--- src/rtl/onehot_encoder_if.sv ---
// Valid/ready bundle for the one-hot encoder: code in on one side, index/error out on the other.
interface onehot_encoder_if #(
  parameter int IN_W  = 16,
  parameter int OUT_W = $clog2(IN_W)
) ();
  logic             in_valid;
  logic             in_ready;
  logic [IN_W-1:0]  one_hot;
  logic             out_valid;
  logic             out_ready;
  logic [OUT_W-1:0] binary;
  logic             out_err;

  modport master (
    output in_valid, one_hot, out_ready,
    input  in_ready, out_valid, binary, out_err
  );

  modport slave (
    input  in_valid, one_hot, out_ready,
    output in_ready, out_valid, binary, out_err
  );
endinterface

--- src/rtl/onehot_encoder.sv ---
// One-hot to binary encoder with a 2-entry result FIFO and a saturating illegal-code counter.
module onehot_encoder #(
  parameter int IN_W  = 16,
  parameter int OUT_W = $clog2(IN_W)
) (
  input  logic              clk,
  input  logic              rst_n,
  onehot_encoder_if.slave   bus,
  input  logic              clear_count,
  output logic [7:0]        err_count
);

  typedef enum logic [1:0] {EMPTY, ONE, FULL} state_t;

  state_t           state, state_nxt;
  logic             accept, deliver;
  logic             load_new, load_tail, shift_tail;
  logic [OUT_W:0]   enc, head, tail;

  // Result packed as {err, index}; the lowest set bit wins for multi-hot codes.
  function automatic logic [OUT_W:0] encode(input logic [IN_W-1:0] code);
    logic [OUT_W-1:0] idx;
    logic             err;
    idx = '0;
    for (int i = IN_W - 1; i >= 0; i--) begin
      if (code[i]) idx = OUT_W'(i);
    end
    err = (code == '0) || ((code & (code - IN_W'(1))) != '0);
    return {err, idx};
  endfunction

  assign bus.in_ready  = (state != FULL);
  assign bus.out_valid = (state != EMPTY);
  assign bus.binary    = head[OUT_W-1:0];
  assign bus.out_err   = head[OUT_W];

  assign accept  = bus.in_valid && bus.in_ready;
  assign deliver = bus.out_valid && bus.out_ready;
  assign enc     = encode(bus.one_hot);

  always_ff @(posedge clk or negedge rst_n) begin
    if (!rst_n) state <= EMPTY;
    else        state <= state_nxt;
  end

  always_comb begin
    state_nxt  = state;
    load_new   = 1'b0;
    load_tail  = 1'b0;
    shift_tail = 1'b0;
    case (state)
      EMPTY: begin
        if (accept) begin
          state_nxt = ONE;
          load_new  = 1'b1;
        end
      end
      ONE: begin
        if (accept && deliver) begin
          load_new = 1'b1;
        end else if (accept) begin
          state_nxt = FULL;
          load_tail = 1'b1;
        end else if (deliver) begin
          state_nxt = EMPTY;
        end
      end
      FULL: begin
        if (deliver) begin
          state_nxt  = ONE;
          shift_tail = 1'b1;
        end
      end
      default: state_nxt = EMPTY;
    endcase
  end

  // head is the presented result, so it is reset to give binary = 0 / out_err = 0.
  always_ff @(posedge clk or negedge rst_n) begin
    if (!rst_n)          head <= '0;
    else if (load_new)   head <= enc;
    else if (shift_tail) head <= tail;
  end

  always_ff @(posedge clk) begin
    if (load_tail) tail <= enc;
  end

  always_ff @(posedge clk or negedge rst_n) begin
    if (!rst_n)                                    err_count <= 8'd0;
    else if (clear_count)                          err_count <= 8'd0;
    else if (accept && enc[OUT_W] && err_count != 8'hFF) err_count <= err_count + 8'd1;
  end

endmodule

--- src/flat_wrapper.sv ---
// flat-port wrapper written by rule: the top's interface ports become plain ports
module onehot_encoder_flat 
#(
  parameter int IN_W  = 16,
  parameter int OUT_W = $clog2(IN_W)
)
  (clk, rst_n, clear_count, err_count, bus_in_valid, bus_one_hot, bus_out_ready, bus_in_ready, bus_out_valid, bus_binary, bus_out_err);
  onehot_encoder_if #(.IN_W(IN_W), .OUT_W(OUT_W)) bus_i ();
  input  logic clk;
  input  logic rst_n;
  input  logic clear_count;
  output logic [7:0] err_count;
  input wire logic [$bits(bus_i.in_valid)-1:0] bus_in_valid;
  input wire logic [$bits(bus_i.one_hot)-1:0] bus_one_hot;
  input wire logic [$bits(bus_i.out_ready)-1:0] bus_out_ready;
  output wire logic [$bits(bus_i.in_ready)-1:0] bus_in_ready;
  output wire logic [$bits(bus_i.out_valid)-1:0] bus_out_valid;
  output wire logic [$bits(bus_i.binary)-1:0] bus_binary;
  output wire logic [$bits(bus_i.out_err)-1:0] bus_out_err;
  assign bus_i.in_valid = bus_in_valid;
  assign bus_i.one_hot = bus_one_hot;
  assign bus_i.out_ready = bus_out_ready;
  assign bus_in_ready = bus_i.in_ready;
  assign bus_out_valid = bus_i.out_valid;
  assign bus_binary = bus_i.binary;
  assign bus_out_err = bus_i.out_err;
  onehot_encoder #(.IN_W(IN_W), .OUT_W(OUT_W)) u_core (.clk(clk), .rst_n(rst_n), .bus(bus_i), .clear_count(clear_count), .err_count(err_count));
endmodule
--- config.mk ---
export PLATFORM = sky130hd
export DESIGN_NAME = onehot_encoder_flat
export DESIGN_NICKNAME = d
export VERILOG_FILES = /design/src/rtl/onehot_encoder_if.sv /design/src/rtl/onehot_encoder.sv /design/src/flat_wrapper.sv
export SDC_FILE = /design/constraint.sdc
export NUM_CORES = 1
export LEC_CHECK = 0
export CORE_ASPECT_RATIO = 0.6
export CORE_MARGIN = 2
export CORE_UTILIZATION = 44
export CTS_CLUSTER_DIAMETER = 40
export CTS_CLUSTER_SIZE = 30
export DETAILED_ROUTE_END_ITERATION = 12
export PLACE_DENSITY = 0.75
export SYNTH_ARGS = -nofsm -noshare
export SYNTH_HDL_FRONTEND = slang
export SYNTH_SLANG_ARGS = --single-unit
export TNS_END_PERCENT = 1
--- constraint.sdc ---
create_clock -name clk -period 2 [get_ports clk]
set_input_delay 0.4 -clock clk [delete_from_list [all_inputs] [get_ports clk]]
set_output_delay 0.4 -clock clk [all_outputs]
set_load 0.01 [all_outputs]
==> flow_summary.json <==
{
  "h-tree-depth": 1,
  "skew_ns": 0.006354,
  "tightest_slew_ns": 0.4801,
  "utilization_pct": 70.44,
  "pwr-share-comb_pct": 33.0,
  "p_per_area_nw_per_um2": 597.5,
  "hp-class": "input pin to asynchronous set/reset pin",
  "crit_buf_inv": 2,
  "setup_ws_ns": -0.1823,
  "drive_gt1_share_pct": 28.64,
  "maxSlewViolCount": 0,
  "irDropWorstVdd_uv": 434.8,
  "clk_latency_ns": 0.26,
  "crit_path_max_fanout": 7,
  "post_drt_wl_per_cell_um": 15.50,
  "rsz0062_at_grt": "true",
  "ys_warn_count": 0,
  "fp-row-count": 15,
  "clockPowerShare_pct": 25.4,
  "synthFlopType": "dfrtp_1",
  "dieArea_um2": 3358,
  "clk_path_buf_depth": 2,
  "synth_area_per_cell_um2": 9.172,
  "syn-instance-count": 139,
  "fp.coreArea_um2": 2815,
  "synth-seq-cells": 20,
  "io_buffers": 35,
  "p_int_mw": 0.8510,
  "cts_tree": "built",
  "seq_power_share_pct": 41.6,
  "cp_cell_sequence": "buf_6, or4_4, buf_6, o21a_1, a211oi_2, o21a_1, a21o_4, mux2i_1, nor2_1",
  "setup_viol": 8,
  "violations": "negative setup slack",
  "fin_nets": 229,
  "clkSinkCount": 20,
  "hold_ws_ns": 0.4535,
  "async_flop_share_pct": 75.00,
  "syn_area_um2": 1275,
  "p_switching_mw": 0.3338,
  "maxCapViolCount": 0,
  "fp.dieW_um": 73.50,
  "arrival_ns": 2.32,
  "power.leakage_nw": 0.8836,
  "synth_edf_count": 5,
  "fp.dieH_um": 45.70,
  "drc": 0,
  "cpLargestDelayFamily": "compound AO/OA/AOI/OAI gates",
  "grt_use_total_pct": 22.95,
  "grt_pass1_vias": 1210,
  "hpwl_mm": 2.656,
  "grt_pass1_wl_mm": 5.699,
  "n_antenna_cell": 0,
  "slowest_delay_ns": 0.61,
  "cp-start-kind": "input pin",
  "drt-total-wl_mm": 3.721,
  "io_pins": 36,
  "status": "complete, but fails checks",
  "vias": 1340,
  "fin_area_um2": 1983,
  "finalCriticalPeriod_ns": 2.182,
  "synthToLayoutAreaGrowth_pct": 55.54,
  "crit_type": "input pin to flop",
  "synth_cell_types": 39,
  "initial_core_util_pct": 45.29,
  "critical_path_required_ns": 2.13,
  "antenna_found_initial": 0,
  "grt_overflow": 0,
  "via_per_inst": 5.583,
  "root_buffer": "clkbuf_8",
  "ant_nets": 0,
  "place_area_um2": 1833,
  "hold_viol_final": 0,
  "syn-num-nets": 161,
  "drt_iter0_markers": 106,
  "dr.pass1.iters": 4,
  "place_ws_ns": -0.9476,
  "crit_path_end_kind": "flop",
  "grt_max_degree": 16,
  "gp_congestion": 0.9108,
  "cts_inserted_buffers": 3,
  "path_clk_slew_ns": 0.07,
  "total_power_mw": 1.185,
  "swShare_pct": 28.18,
  "max-slew-margin-rel_pct": 67.91,
  "period_share_pct": 109.1,
  "seq_area_frac_synth_pct": 41.22,
  "cp_slowest_cell": "or4_4",
  "ctsHoldBuffers": 0,
  "timing.fmax_mhz": 458.2
}
## flip-flops by register name, indices dropped and copies added, names as in the netlist
register          cells
u_core.head           5
u_core.tail           5
u_core.state          2
u_core.err_count      8
## per-layer routing
layer | part of all wire [%] | track usage (%)
met4 | 0.73 | 4.727
met2 | 50 | 37.86
met5 | 0 | 0
met1 | 43 | 31.39
met3 | 7.1 | 5.310
## layout make-up
| class | count | area (um^2) |
|---|---|---|
| fill | 202 | 832.0 |
| multi-input combinational | 114 | 793.3 |
| timing repair buffer | 65 | 555.5 |
| sequential | 20 | 525.5 |
| clock buffer | 4 | 55.05 |
| tap | 34 | 42.54 |
| inverter | 3 | 11.26 |
## logic make-up (layout without fill, tap and decap cells)
group           count (synthesis)  count (layout)  share of synthesized area (%)
buf+inv                         6              72                          2.944
xor+xnor                        2               2                          1.374
fa+ha+maj                       3               3                          2.551
flops                          20              20                          41.22
simple gates                   61              61                          26.30
mux                             7               7                          5.496
compound gates                 40              41                          20.12
## layout by cell type, fill, tap and decap left out, drive strengths merged, types with 6 or more instances in the layout
cell type and count:
a21oi 10, buf 40, clkdlybuf4s50 20, dfrtp 15, mux2i 7, nand2 7
nand2b 6, nor2 17, nor3 6, o21ai 10
## power by group through the flow
stage                     sequential, mW  clock, mW  combinational [mW]
after floorplan                    0.513          0               0.146
after global placement             0.498          0               0.365
after detailed placement           0.501          0               0.374
after CTS                          0.494      0.307               0.385
after global routing               0.499      0.329               0.424
final                              0.493      0.301               0.391
## what timing repair did
action                                  in CTS  in global routing
gates resized for setup                     60                  8
gates cloned                                 1                  0
setup buffers                                3                  2
endpoints found under the setup margin      10                 14
pin swaps                                   23                 10
## path summary, 6_finish.rpt
path                                           from             endpoint  slack, ns  cells after the start
worst max-delay path                 bus_one_hot[3]  u_core.err_count[1]      -0.18                      9
worst min-delay path                          rst_n      u_core.state[1]       0.45                      2
worst max register to register  u_core.err_count[3]  u_core.err_count[7]       0.20                      6
worst min register to register       u_core.tail[3]       u_core.head[3]       0.56                      2
max in group asynchronous                     rst_n  u_core.err_count[3]       1.36                      2
min in group clk                     bus_one_hot[0]       u_core.head[0]       0.55                      5
## worst reg2reg max path: stages (launching register included)
cell and delay (ns):
dfrtp_1 0.41, and3_1 0.23, nand3_1 0.13, o211ai_1 0.18, a21o_4 0.25, or4_1 0.40
a21oi_1 0.14
## through the flow
step	cells	TNS, ns
global placement	230	-8.315
finish	240	-1.101
floorplan	139	-2.489
detailed placement	230	-9.171
global route	240	-1.631
CTS	238	-0.8320
## cell usage after synthesis (all sizes together), types with 4 or more instances
library cell | count | area share, %
a21oi | 10 | 3.9
dfrtp | 15 | 29
edfxtp | 5 | 12
mux2i | 7 | 5.5
nand2 | 7 | 2.1
nand2b | 6 | 2.9
nand3 | 5 | 2.0
nor2 | 17 | 6.3
nor3 | 6 | 2.4
o21a | 4 | 2.4
o21ai | 10 | 3.9
or3 | 5 | 2.5
or4 | 5 | 3.2
(Power assumes the default switching activity.)
